`config.mk`:
```
export PLATFORM = sky130hd
export DESIGN_NAME = mpt_fetch_stage
export DESIGN_NICKNAME = d
export VERILOG_FILES = /design/src/rtl/mpt_fetch_stage.sv
export SDC_FILE = /design/constraint.sdc
export NUM_CORES = 1
export LEC_CHECK = 0
export CAP_MARGIN = 20
export CELL_PAD_IN_SITES_DETAIL_PLACEMENT = 1
export CELL_PAD_IN_SITES_GLOBAL_PLACEMENT = 1
export CORE_MARGIN = 5
export CORE_UTILIZATION = 23
export DETAILED_ROUTE_END_ITERATION = 7
export GPL_ROUTABILITY_DRIVEN = 0
export GPL_TIMING_DRIVEN = 0
export PLACE_DENSITY = 0.85
export SYNTH_ARGS = -nofsm -noshare
export SYNTH_HDL_FRONTEND = slang
export SYNTH_SLANG_ARGS = --single-unit
```
`constraint.sdc`:
```
create_clock -name clk_i -period 2.8 [get_ports clk_i]
set_clock_uncertainty 0.05 [all_clocks]
set_input_delay 0.28 -clock clk_i [delete_from_list [all_inputs] [get_ports clk_i]]
set_output_delay 0.28 -clock clk_i [all_outputs]
set_load 0.02 [all_outputs]
```
`src/rtl/mpt_fetch_stage.sv`:
```
// mpt_fetch_stage: one stage of the MPT walk pipeline. It takes one
// transaction, reads the MPTE it points at over a single-beat memory port,
// and hands the transaction on. The incoming mpte field holds the address
// of the next MPTE. The outgoing mpte field holds the entry that was read.
// Transactions that need no walk step pass straight through.
//
// Transaction layout (MSB first). MPTE_W = PIPELINE_DATA_WIDTH-16.
//   id[3:0] completed mmpt spa access_type[1:0] rpa valid walking[1:0]
//   plb_hit format_error access_error mpte[MPTE_W-1:0]
//   walking encoding: 0 idle, 1 active, 2 skip, 3 reserved
//
// Ports
//   clk_i, rst_ni                : clock; synchronous active-low reset
//   stage_slave_*                : incoming transaction (valid/ready)
//   stage_master_*               : outgoing transaction (valid/ready)
//   mem_req/addr/we/be           : read request, held until mem_gnt
//   mem_gnt/valid/rdata/error    : grant, response strobe, data, bus error
//   mem_fault_o                  : one-cycle pulse on bus error or timeout
module mpt_fetch_stage #(
  parameter int PIPELINE_DATA_WIDTH = 32,
  parameter int MEM_ADDR_WIDTH      = 64,
  parameter int MEM_DATA_WIDTH      = 64,
  parameter int TIMEOUT_CYCLES      = 255
) (
  input  logic                           clk_i,
  input  logic                           rst_ni,
  input  logic [PIPELINE_DATA_WIDTH-1:0] stage_slave_data,
  input  logic                           stage_slave_valid,
  output logic                           stage_slave_ready,
  output logic [PIPELINE_DATA_WIDTH-1:0] stage_master_data,
  output logic                           stage_master_valid,
  input  logic                           stage_master_ready,
  output logic                           mem_req,
  output logic [MEM_ADDR_WIDTH-1:0]      mem_addr,
  output logic                           mem_we,
  output logic [MEM_DATA_WIDTH/8-1:0]    mem_be,
  input  logic                           mem_gnt,
  input  logic                           mem_valid,
  input  logic [MEM_DATA_WIDTH-1:0]      mem_rdata,
  input  logic                           mem_error,
  output logic                           mem_fault_o
);
  localparam int MPTE_W = PIPELINE_DATA_WIDTH - 16;
  localparam int AE_B   = MPTE_W;
  localparam int WK_LO  = MPTE_W + 3;
  localparam int VLD_B  = MPTE_W + 5;
  localparam int CNT_W  = $clog2(TIMEOUT_CYCLES + 1);
  localparam logic [CNT_W-1:0] TMO       = CNT_W'(TIMEOUT_CYCLES);
  localparam logic [1:0]       WALK_SKIP = 2'd2;

  typedef enum logic [1:0] {S_IDLE, S_REQ, S_WAIT, S_OUT} state_e;

  state_e                         state_q, state_d;
  logic [PIPELINE_DATA_WIDTH-1:0] txn_q, txn_d;
  logic [CNT_W-1:0]               cnt_q, cnt_d;
  logic                           fault_q, fault_d;

  // Upper rdata bits may be wider than the mpte field.
  logic unused_rdata;
  assign unused_rdata = ^mem_rdata;

  always_ff @(posedge clk_i) begin
    if (!rst_ni) begin
      state_q <= S_IDLE;
      txn_q   <= '0;
      cnt_q   <= '0;
      fault_q <= 1'b0;
    end else begin
      state_q <= state_d;
      txn_q   <= txn_d;
      cnt_q   <= cnt_d;
      fault_q <= fault_d;
    end
  end

  always_comb begin
    state_d = state_q;
    txn_d   = txn_q;
    cnt_d   = cnt_q;
    fault_d = 1'b0;
    case (state_q)
      S_IDLE: begin
        if (stage_slave_valid) begin
          txn_d = stage_slave_data;
          if (stage_slave_data[VLD_B] && stage_slave_data[WK_LO +: 2] != WALK_SKIP)
            state_d = S_REQ;
          else
            state_d = S_OUT;
        end
      end
      S_REQ: begin
        // A response in the grant cycle counts; before grant it is ignored.
        if (mem_gnt) begin
          cnt_d   = '0;
          state_d = mem_valid ? S_OUT : S_WAIT;
        end
      end
      S_WAIT: begin
        cnt_d = cnt_q + 1'b1;
        if (mem_valid || cnt_d == TMO) state_d = S_OUT;
      end
      S_OUT: begin
        if (stage_master_ready) state_d = S_IDLE;
      end
      default: state_d = S_IDLE;
    endcase

    // Response / timeout resolution, shared by REQ (grant+valid) and WAIT.
    // A response beats expiry in the same cycle.
    if ((state_q == S_REQ && mem_gnt && mem_valid) || state_q == S_WAIT) begin
      if (mem_valid && !mem_error) begin
        txn_d[MPTE_W-1:0] = MPTE_W'(mem_rdata);
      end else if (mem_valid || (state_q == S_WAIT && cnt_d == TMO)) begin
        txn_d[WK_LO +: 2]  = WALK_SKIP;
        txn_d[AE_B]        = 1'b1;
        txn_d[MPTE_W-1:0]  = '0;
        fault_d            = 1'b1;
      end
    end
  end

  assign stage_slave_ready  = (state_q == S_IDLE);
  assign stage_master_valid = (state_q == S_OUT);
  assign stage_master_data  = txn_q;
  assign mem_req            = (state_q == S_REQ);
  assign mem_addr           = MEM_ADDR_WIDTH'(txn_q[MPTE_W-1:0]);
  assign mem_we             = 1'b0;
  assign mem_be             = '1;
  assign mem_fault_o        = fault_q;
endmodule
```
# Word-level counts from Yosys, hierarchy flattened
# Cells that the tools add are included.
[classes]
addsub = 1
n_eq_ne = 10
n_mux = 19
bitwise = 2
reduce_logical = 13
[op_table]
columns = ["op", "count"]
rows = [
  ["$mux 21", 2],
  ["$mux 17", 2],
  ["$eq 8x8->1 const B", 2],
  ["$mux 16", 1],
  ["$mux 2", 8],
  ["$pmux 8 s2", 1],
  ["$add 8x1->8 const B", 1],
  ["$mux 8", 1],
  ["$pmux 2 s4", 1],
  ["$ne 2x2->1 const B", 3],
  ["$logic_and 1x1->1", 5],
  ["$eq 2x2->1 const B", 2],
  ["$ne 2x1->1 const B", 2],
  ["$reduce_and 4->1", 1],
  ["$logic_or 1x1->1", 3],
  ["$mux 1", 3],
  ["$reduce_or 3->1", 1],
  ["$eq 2x1->1 const B", 1],
  ["$logic_not 2->1", 1],
  ["$not 1->1", 2],
  ["$reduce_and 2->1", 1],
  ["$logic_not 1->1", 1],
]
[word_totals]
register_bits = 43
in_bits = 103
output_inout_bits = 109
word_cells = 50

# Longest topological paths before layout
# Gate-level depths: netlist (run 1).
[logic_depth]
ltp_word = 8
mapped_depth = 9
mapped_depth_nobuf = 7

# Worst setup path after synthesis (run 1)
# OpenSTA, ideal clock, no wires.
[synth_path]
path_kind = "flip-flop to flip-flop"
startpoint = "reg state_q[0]"
endpoint = "reg txn_q[19], in the netlist stage_master_data[19]"
setup_time_ps = 144
arrival_ps = 1916
required_ps = 2606
setup_slack_ps = 690
path_stages_with_launch = 10
n_path_buf = 2
synth_period_minus_slack_ps = 2110
cell_sequence = "dfxtp_1 inv_1 ha_1 buf_2 nand2_1 nor3_1 o2bb2ai_1 a2111oi_4 buf_6 a221oi_1"
[synth_via]
elab_chain_len = 8
elab_cells_between_ends = 14
cone_classes = "eq/ne: 3; mux: 5; reduce/logical: 6"
[synth_lines]
columns = ["item", "line_no", "source"]
rows = [
  ["start: declaration", "53", "state_e state_q, state_d;"],
  ["start signal: assignment", "69", "state_q <= state_d;"],
  ["$eq 2x2->1 / $eq 2x1->1 (equally long branches)", "81, 110, 113", ""],
  ["$pmux 8 s2", "81", "case (state_q)"],
  ["$eq 8x8->1", "113", "end else if (mem_valid || (state_q == S_WAIT && cnt_d == TMO)) begin"],
  ["$logic_and 1x1->1", "113", ""],
  ["$logic_or 1x1->1", "113", ""],
  ["$mux 2", "113", ""],
  ["$mux 2", "111", "if (mem_valid && !mem_error) begin"],
  ["$mux 2 (*)", "110", "if ((state_q == S_REQ && mem_gnt && mem_valid) || state_q == S_WAIT) begin"],
  ["end signal: assignment", "70", "txn_q <= txn_d;"],
  ["end: declaration", "54", "logic [PIPELINE_DATA_WIDTH-1:0] txn_q, txn_d;"],
]
# Every way passes the cells marked *; elsewhere a longest branch is shown, timed or not.
# A chain may end at the register's enable or synchronous reset.

# Final worst setup path (run 1)
# Same ends and word-level chain as after synthesis.

==> results of run 1 <==
layout by cell type (no fill, tap or decap), types with 3 or more instances in the layout:
master and count:
nor3_1 4, and2_1 4, buf_4 75, o41ai_1 16
o211ai_1 4, nand2_1 65, and3_1 5, buf_2 6
ha_1 6, inv_1 9, mux2i_1 17, a21oi_1 22
nor2_1 6, clkbuf_16 5, nor2b_1 3, clkdlybuf4s50_1 105
clkbuf_1 9, dfxtp_1 43, o21ai_0 4, buf_6 3
conb_1 57
Yosys cell counts (2+ instances only):
library cell / number / area, um^2
buf_4: 75 / 563
nand2_1: 65 / 244
dfxtp_1: 43 / 861
a21oi_1: 22 / 110
mux2i_1: 17 / 170
o41ai_1: 16 / 140
inv_1: 9 / 33.8
clkbuf_1: 8 / 30.0
buf_2: 6 / 30.0
ha_1: 6 / 75.1
nor2_1: 6 / 22.5
and3_1: 5 / 31.3
and2_1: 4 / 25.0
nor3_1: 4 / 20.0
o211ai_1: 4 / 30.0
o21ai_0: 4 / 20.0
buf_6: 3 / 33.8
nor2b_1: 3 / 18.8
a211oi_1: 2 / 15.0
a21o_1: 2 / 15.0
a311o_1: 2 / 20.0
a311oi_1: 2 / 17.5
a31oi_1: 2 / 12.5
and3_2: 2 / 15.0
buf_1: 2 / 7.51
conb_1: 2 / 7.51
nand3_1: 2 / 10.0
cells by family (layout without fill, tap and decap cells):
family	count (synthesis)	after routing	synth area share, %
flops	43	43	30.4
other cells	2	57	0.266
simple gates	98	98	15.8
mux	17	17	6.02
buf+inv	105	218	25.0
fa+ha+maj	6	6	2.65
compound gates	71	71	19.6
xor+xnor	1	1	0.310
registers in the layout (all words and copies together) (netlist names):
| signal | flops |
|---|---|
| stage_master_data | 32 |
| cnt_q | 8 |
| mem_fault_o | 1 |
| state_q | 2 |
metrics by stage:
step                std cells  cell area, um^2  power, mW  util, %
floorplan                 398             3030       1.73        -
finish                    658             4410       2.87     36.7
CTS                       658             4410       2.90     36.7
detailed placement        650             4270       2.32     35.5
global placement          650             4270       2.27     35.5
global route              658             4410       3.06     36.7
worst max path at each step:
stage / slack (ns) / end
after floorplan: 0.69 / stage_master_data[19]$_SDFF_PN0_
after global placement: 0.36 / stage_master_data[27]$_SDFFE_PN0P_
after detailed placement: 0.25 / stage_master_data[19]$_SDFF_PN0_
after CTS: 0.22 / stage_master_data[20]$_SDFF_PN0_
after global routing: 0.04 / stage_master_data[11]$_SDFF_PN0_
final: 0.21 / stage_master_data[19]$_SDFF_PN0_
power groups by stage:
stage / logic, mW / registers (mW) / clock network [mW]
2_1_floorplan: 0.814 / 0.913 / 0
3_3_place_gp: 1.46 / 0.817 / 0
3_5_place_dp: 1.49 / 0.822 / 0
4_1_cts: 1.50 / 0.812 / 0.592
5_1_grt: 1.61 / 0.827 / 0.618
6_report: 1.49 / 0.810 / 0.573
worst reg2reg max path: cells and delay by family (launching register included):
family                   cells  cell delay, ns
AO/OA/AOI/OAI                3            0.70
adder cells (fa/ha/maj)      1            0.32
buffers and inverters        3            0.54
flip-flops                   1            0.44
AND/OR/NAND/NOR              2            0.40
per-layer routing:
metal	wire length, um	vias to the layer above	global-route usage, %
li1	-	1386	-
met1	3810	1318	14.4
met2	5020	109	24.2
met3	778	13	5.31
met4	141	0	2.76
met5	0	-	0
cell type report:
class                           count  area share (%)
Tap cell                          147            4.17
Clock buffer                        6            2.92
Multi-Input combinational cell    250            33.3
Clock inverter                      2           0.284
Timing Repair Buffer              105            23.8
Inverter                           11           0.936
Buffer                             94            15.1
Sequential cell                    43            19.5
==> impl_metrics.csv, run 1 <==
group,metric,value,unit
synth,synthCells,343,
clock_network,htree_levels,2,
power_and_ir_drop,power.share.clock,20.0,%
sta,final.min_clock_period,2.59,ns
min_path,hp-class,"in2reg",
synth,ys.flop_type,"dfxtp_1",
sta,finalHoldViolCount,0,
global_route,grt_pass1_wl,15700,um
routing,wl_per_cell,14.8,um
clock_network,cts_buffers,5,
finish,nets,619,
sta,holdWs,0.284,ns
clock_network,clkSinkCount,43,
global_route,grt_start_max_net_pins,14,
sta,worst_slack,0.209,ns
worst_setup_path,worstSetupStartpointType,"register",
worst_setup_path,path_buf_inv,3,
worst_setup_path,crit_arrival,2.68,ns
floorplan,pin_count,212,
worst_setup_path,r2r_slack,0.21,ns
sta,slew_headroom,46.5,%
global_route,grt_pass1_vias,3169,
clock_network,cts_tree,"yes",
sta,maxSlewViolCount,0,
routing,drt-total-wl,9750,um
sta,fin_crit_sh,92.5,%
floorplan,rows,40,
finish,filler_cell_count,1464,
synth,synth.avg_cell_area,8.24,um^2
power_and_ir_drop,power.switching,1.14,mW
finish,layout-drive-gt1-share,19.6,%
finish,syn2layout_area_growth,56.0,%
sta,fmax,386,MHz
clock_network,clk_latency,0.28,ns
synth,synth_warnings,0,
finish,antennaDiodeCount,0,
sta,setup_tns,0,ns
floorplan,dieArea,0.0146,mm^2
clock_network,hold_buffers,0,
clock_network,clk_pin_slew,0.07,ns
min_path,min_to,"stage_master_data[19]$_SDFF_PN0_",
finish,regArea,861,um^2
min_path,hold_start,"rst_ni",
worst_setup_path,max_stage_delay,0.45,ns
floorplan,die_w,121,um
sta,setup_viol,0,
routing,vias,2826,
worst_setup_path,required,2.89,ns
worst_setup_path,r2r_cells,9,
power_and_ir_drop,internal_power,1.73,mW
routing,post_drt_via_cell_ratio,4.29,
routing,drt_iter0_drc,66,
power_and_ir_drop,power_frac_comb,51.8,%
place,place_ws,0.250,ns
floorplan,initial_core_util,23.5,%
sta,rsz0062_at_grt,"false",
worst_setup_path,cpLargestDelayFamily,"compound AO/OA/AOI/OAI gates",
floorplan,coreArea,0.0120,mm^2
global_route,grt_overflow,0,
clock_network,post_cts_buffers,0,
clock_network,cts_resized,0,
worst_setup_path,r2r-start,"state_q[0]$_SDFFE_PN0P_",
power_and_ir_drop,p_leak,1.89,nW
routing,drcViolationCount,0,
power_and_ir_drop,seq_power_share,28.2,%
worst_setup_path,r2r-end,"stage_master_data[19]$_SDFF_PN0_",
outcome,outcome,"complete, no violations",
power_and_ir_drop,powerDensity,651,mW/mm^2
place,hpwl,8090,um
routing,drt_first_pass_iters,4,
synth,synth.distinct_cells,52,
clock_network,cts_buffer_depth,2,
worst_setup_path,crit_path_cell_trace,"inv_1 > ha_1 > buf_2 > nand2_1 > nor3_1 > o2bb2ai_1 > a2111oi_4 > buf_6 > a221oi_1",
worst_setup_path,path_max_fanout,10,
routing,ant_nets,0,
finish,multi_input_area,0.00147,mm^2
min_path,holdPathStages,3,
global_route,antenna_found_initial,0,
global_route,grtUsageTotal,13.3,%
synth,seq_area_frac_synth,30.4,%
synth,synth_edf_count,0,
synth,netlist_area,0.00283,mm^2
power_and_ir_drop,ir_drop,0.228,mV
place,io_buffers,105,
flow_run,drv_cap,0,
floorplan,die_h,121,um
sta,worst_pin_slew,0.797,ns
synth,synth_seq_cells,43,
worst_setup_path,slowest_stage,"a2111oi_4",
clock_network,cts-root-buf,"clkbuf_16",
worst_setup_path,crit_path_start,"state_q[0]$_SDFFE_PN0P_",
worst_setup_path,critPathKind,"reg2reg",
synth,async_flop_share,0,%
power_and_ir_drop,switching_share,39.9,%
worst_setup_path,end_kind,"register",
worst_setup_path,crit_cells,9,
Power figures use the tool's default switching activity.
==> inputs of run 2 (changes only) <==
- CORE_MARGIN: 5 -> 1.5
==> run 2 against run 1 <==
Net effect:
- clock power grew 22%
- design area grew 0.85%
- first-iteration DRC count grew 52%
- non-clock buffer count is the same
- core utilization grew 0.31 points
- count of clock-buffer cells in the layout is the same
- die area shrank 11%
- combinational power is essentially flat
- worst hold slack gained 0.0035 ns
- sequential share of layout area shrank 0.16 points
- sequential power is essentially flat
- largest power group unchanged
==> impl_metrics.csv, run 2 (synthesis gave the netlist of run 1 again) <==
group,metric,value,unit
outcome,outcome,"complete, no violations",
min_path,hp-class,"in2reg",
worst_setup_path,critPathKind,"reg2reg",
sta,final.min_clock_period,2.56,ns
floorplan,die_h,114,um
worst_setup_path,r2r_cells,9,
sta,rsz0062_at_grt,"false",
sta,worst_slack,0.241,ns
worst_setup_path,path_max_fanout,10,
min_path,hold_start,"rst_ni",
worst_setup_path,r2r-end,"stage_master_data[19]$_SDFF_PN0_",
worst_setup_path,r2r-start,"state_q[0]$_SDFFE_PN0P_",
floorplan,initial_core_util,23.5,%
clock_network,hold_buffers,0,
min_path,min_to,"stage_master_data[19]$_SDFF_PN0_",
place,io_buffers,105,
min_path,holdPathStages,3,
floorplan,rows,40,
clock_network,post_cts_buffers,0,
floorplan,pin_count,212,
finish,stdcell_area,0.00445,mm^2
finish,filler_cell_count,1436,
worst_setup_path,crit_arrival,2.64,ns
place,hpwl,7430,um
global_route,grtUsageTotal,14.8,%
finish,nets,619,
finish,syn2layout_area_growth,57.3,%
floorplan,dieArea,0.0130,mm^2
sta,fmax,391,MHz
place,place_inst,650,
global_route,grt_pass1_vias,3030,
clock_network,cts-root-buf,"clkbuf_16",
finish,layoutNonFillerInstCount,658,
routing,wl_per_cell,14.5,um
sta,fin_crit_sh,91.4,%
worst_setup_path,r2r_slack,0.24,ns
clock_network,htree_levels,2,
place,place_ws,0.248,ns
global_route,grt_start_max_net_pins,14,
routing,drcViolationCount,0,
clock_network,clk_latency,0.29,ns
power_and_ir_drop,p_leak,1.91,nW
finish,antennaDiodeCount,0,
floorplan,coreArea,0.0120,mm^2
clock_network,cts_buffers,5,
power_and_ir_drop,powerDensity,676,mW/mm^2
global_route,grt_pass1_wl,15200,um
sta,slew_headroom,47.3,%
worst_setup_path,required,2.89,ns
clock_network,clk_pin_slew,0.07,ns
worst_setup_path,worstSetupStartpointType,"register",
finish,final_cell_mix,"clkdlybuf4s50_1 (105), buf_4 (75), nand2_1 (65)",
place,place_area,0.00427,mm^2
worst_setup_path,end_kind,"register",
routing,ant_nets,0,
routing,drt_first_pass_iters,4,
routing,drt_iter0_drc,100,
routing,drt-total-wl,9520,um
finish,final_common_cell,"clkdlybuf4s50_1",
clock_network,clkSinkCount,43,
floorplan,die_w,114,um
clock_network,cts_buffer_depth,2,
routing,post_drt_via_cell_ratio,4.35,
global_route,antenna_found_initial,0,
flow_run,drv_cap,0,
clock_network,cts_tree,"yes",
sta,finalHoldViolCount,0,
global_route,grt_overflow,0,
finish,layout-drive-gt1-share,20.0,%
power_and_ir_drop,ir_drop,0.213,mV
sta,setup_tns,0,ns
sta,worst_pin_slew,0.791,ns
sta,setup_viol,0,
finish,largest_register_ffs,32,
routing,vias,2863,
sta,maxSlewViolCount,0,
==> run 2: metrics by stage <==
| stage | utilization (%) | power (mW) | hold slack (ns) |
|---|---|---|---|
| global route | 37.0 | 3.18 | 0.286 |
| global placement | 35.5 | 2.27 | 0.393 |
| CTS | 37.0 | 3.04 | 0.278 |
| finish | 37.0 | 3.01 | 0.287 |
| floorplan | - | 1.73 | 0.333 |
| detailed placement | 35.5 | 2.32 | 0.405 |
==> run 2: repair_timing <==
action	CTS	global route
hold endpoints to repair	0	0
setup endpoints to repair	0	1
resized for setup	0	1
==> run 2: critical path: stages, from the launching register on <==
cell	delay [ns]
dfxtp_1	0.45
inv_1	0.11
ha_1	0.32
buf_2	0.21
nand2_1	0.14
nor3_1	0.25
o2bb2ai_1	0.16
a2111oi_4	0.41
buf_6	0.20
a221oi_1	0.09
==> run 2: per-layer routing <==
metal	GRT usage [%]	up-vias	wire (um)
met1	16.2	1354	3670
met4	4.83	0	207
met5	0	-	0
met3	3.93	15	586
li1	-	1393	-
met2	27.6	101	5060
==> run 2: worst max-delay path by stage <==
stage | from | end | slack (ns) | cells past startpoint
floorplan | state_q[0]$_SDFFE_PN0P_ | stage_master_data[19]$_SDFF_PN0_ | 0.69 | 9
global placement | stage_slave_valid | stage_master_data[17]$_SDFFE_PN0P_ | 0.32 | 7
detailed placement | mem_valid | stage_master_data[8]$_SDFF_PN0_ | 0.25 | 6
CTS | state_q[0]$_SDFFE_PN0P_ | stage_master_data[19]$_SDFF_PN0_ | 0.25 | 9
global route | state_q[0]$_SDFFE_PN0P_ | stage_master_data[8]$_SDFF_PN0_ | 0.04 | 9
finish | state_q[0]$_SDFFE_PN0P_ | stage_master_data[19]$_SDFF_PN0_ | 0.24 | 9
==> run 2: cell type report <==
type | count | area, um^2 | share of cell area (%)
timing repair buffer | 105 | 1050 | 23.6
inverter | 11 | 41.3 | 0.928
buffer | 94 | 664 | 14.9
clock inverter | 2 | 35.0 | 0.788
sequential | 43 | 861 | 19.4
tap | 147 | 184 | 4.14
multi-input combinational | 250 | 1470 | 33.1
clock buffer | 6 | 139 | 3.12
==> run 2: report_power, final <==
| group | internal, mW | switching (mW) | total (mW) |
|---|---|---|---|
| Clock | 0.444 | 0.253 | 0.697 |
| Combinational | 0.676 | 0.827 | 1.50 |
| Sequential | 0.723 | 0.0849 | 0.807 |
==> inputs of run 3 (changes only) <==
- CTS_CLUSTER_DIAMETER: default -> 150
==> results of run 3 <==
Final layout, timing and power as in run 2 (identical DEF).
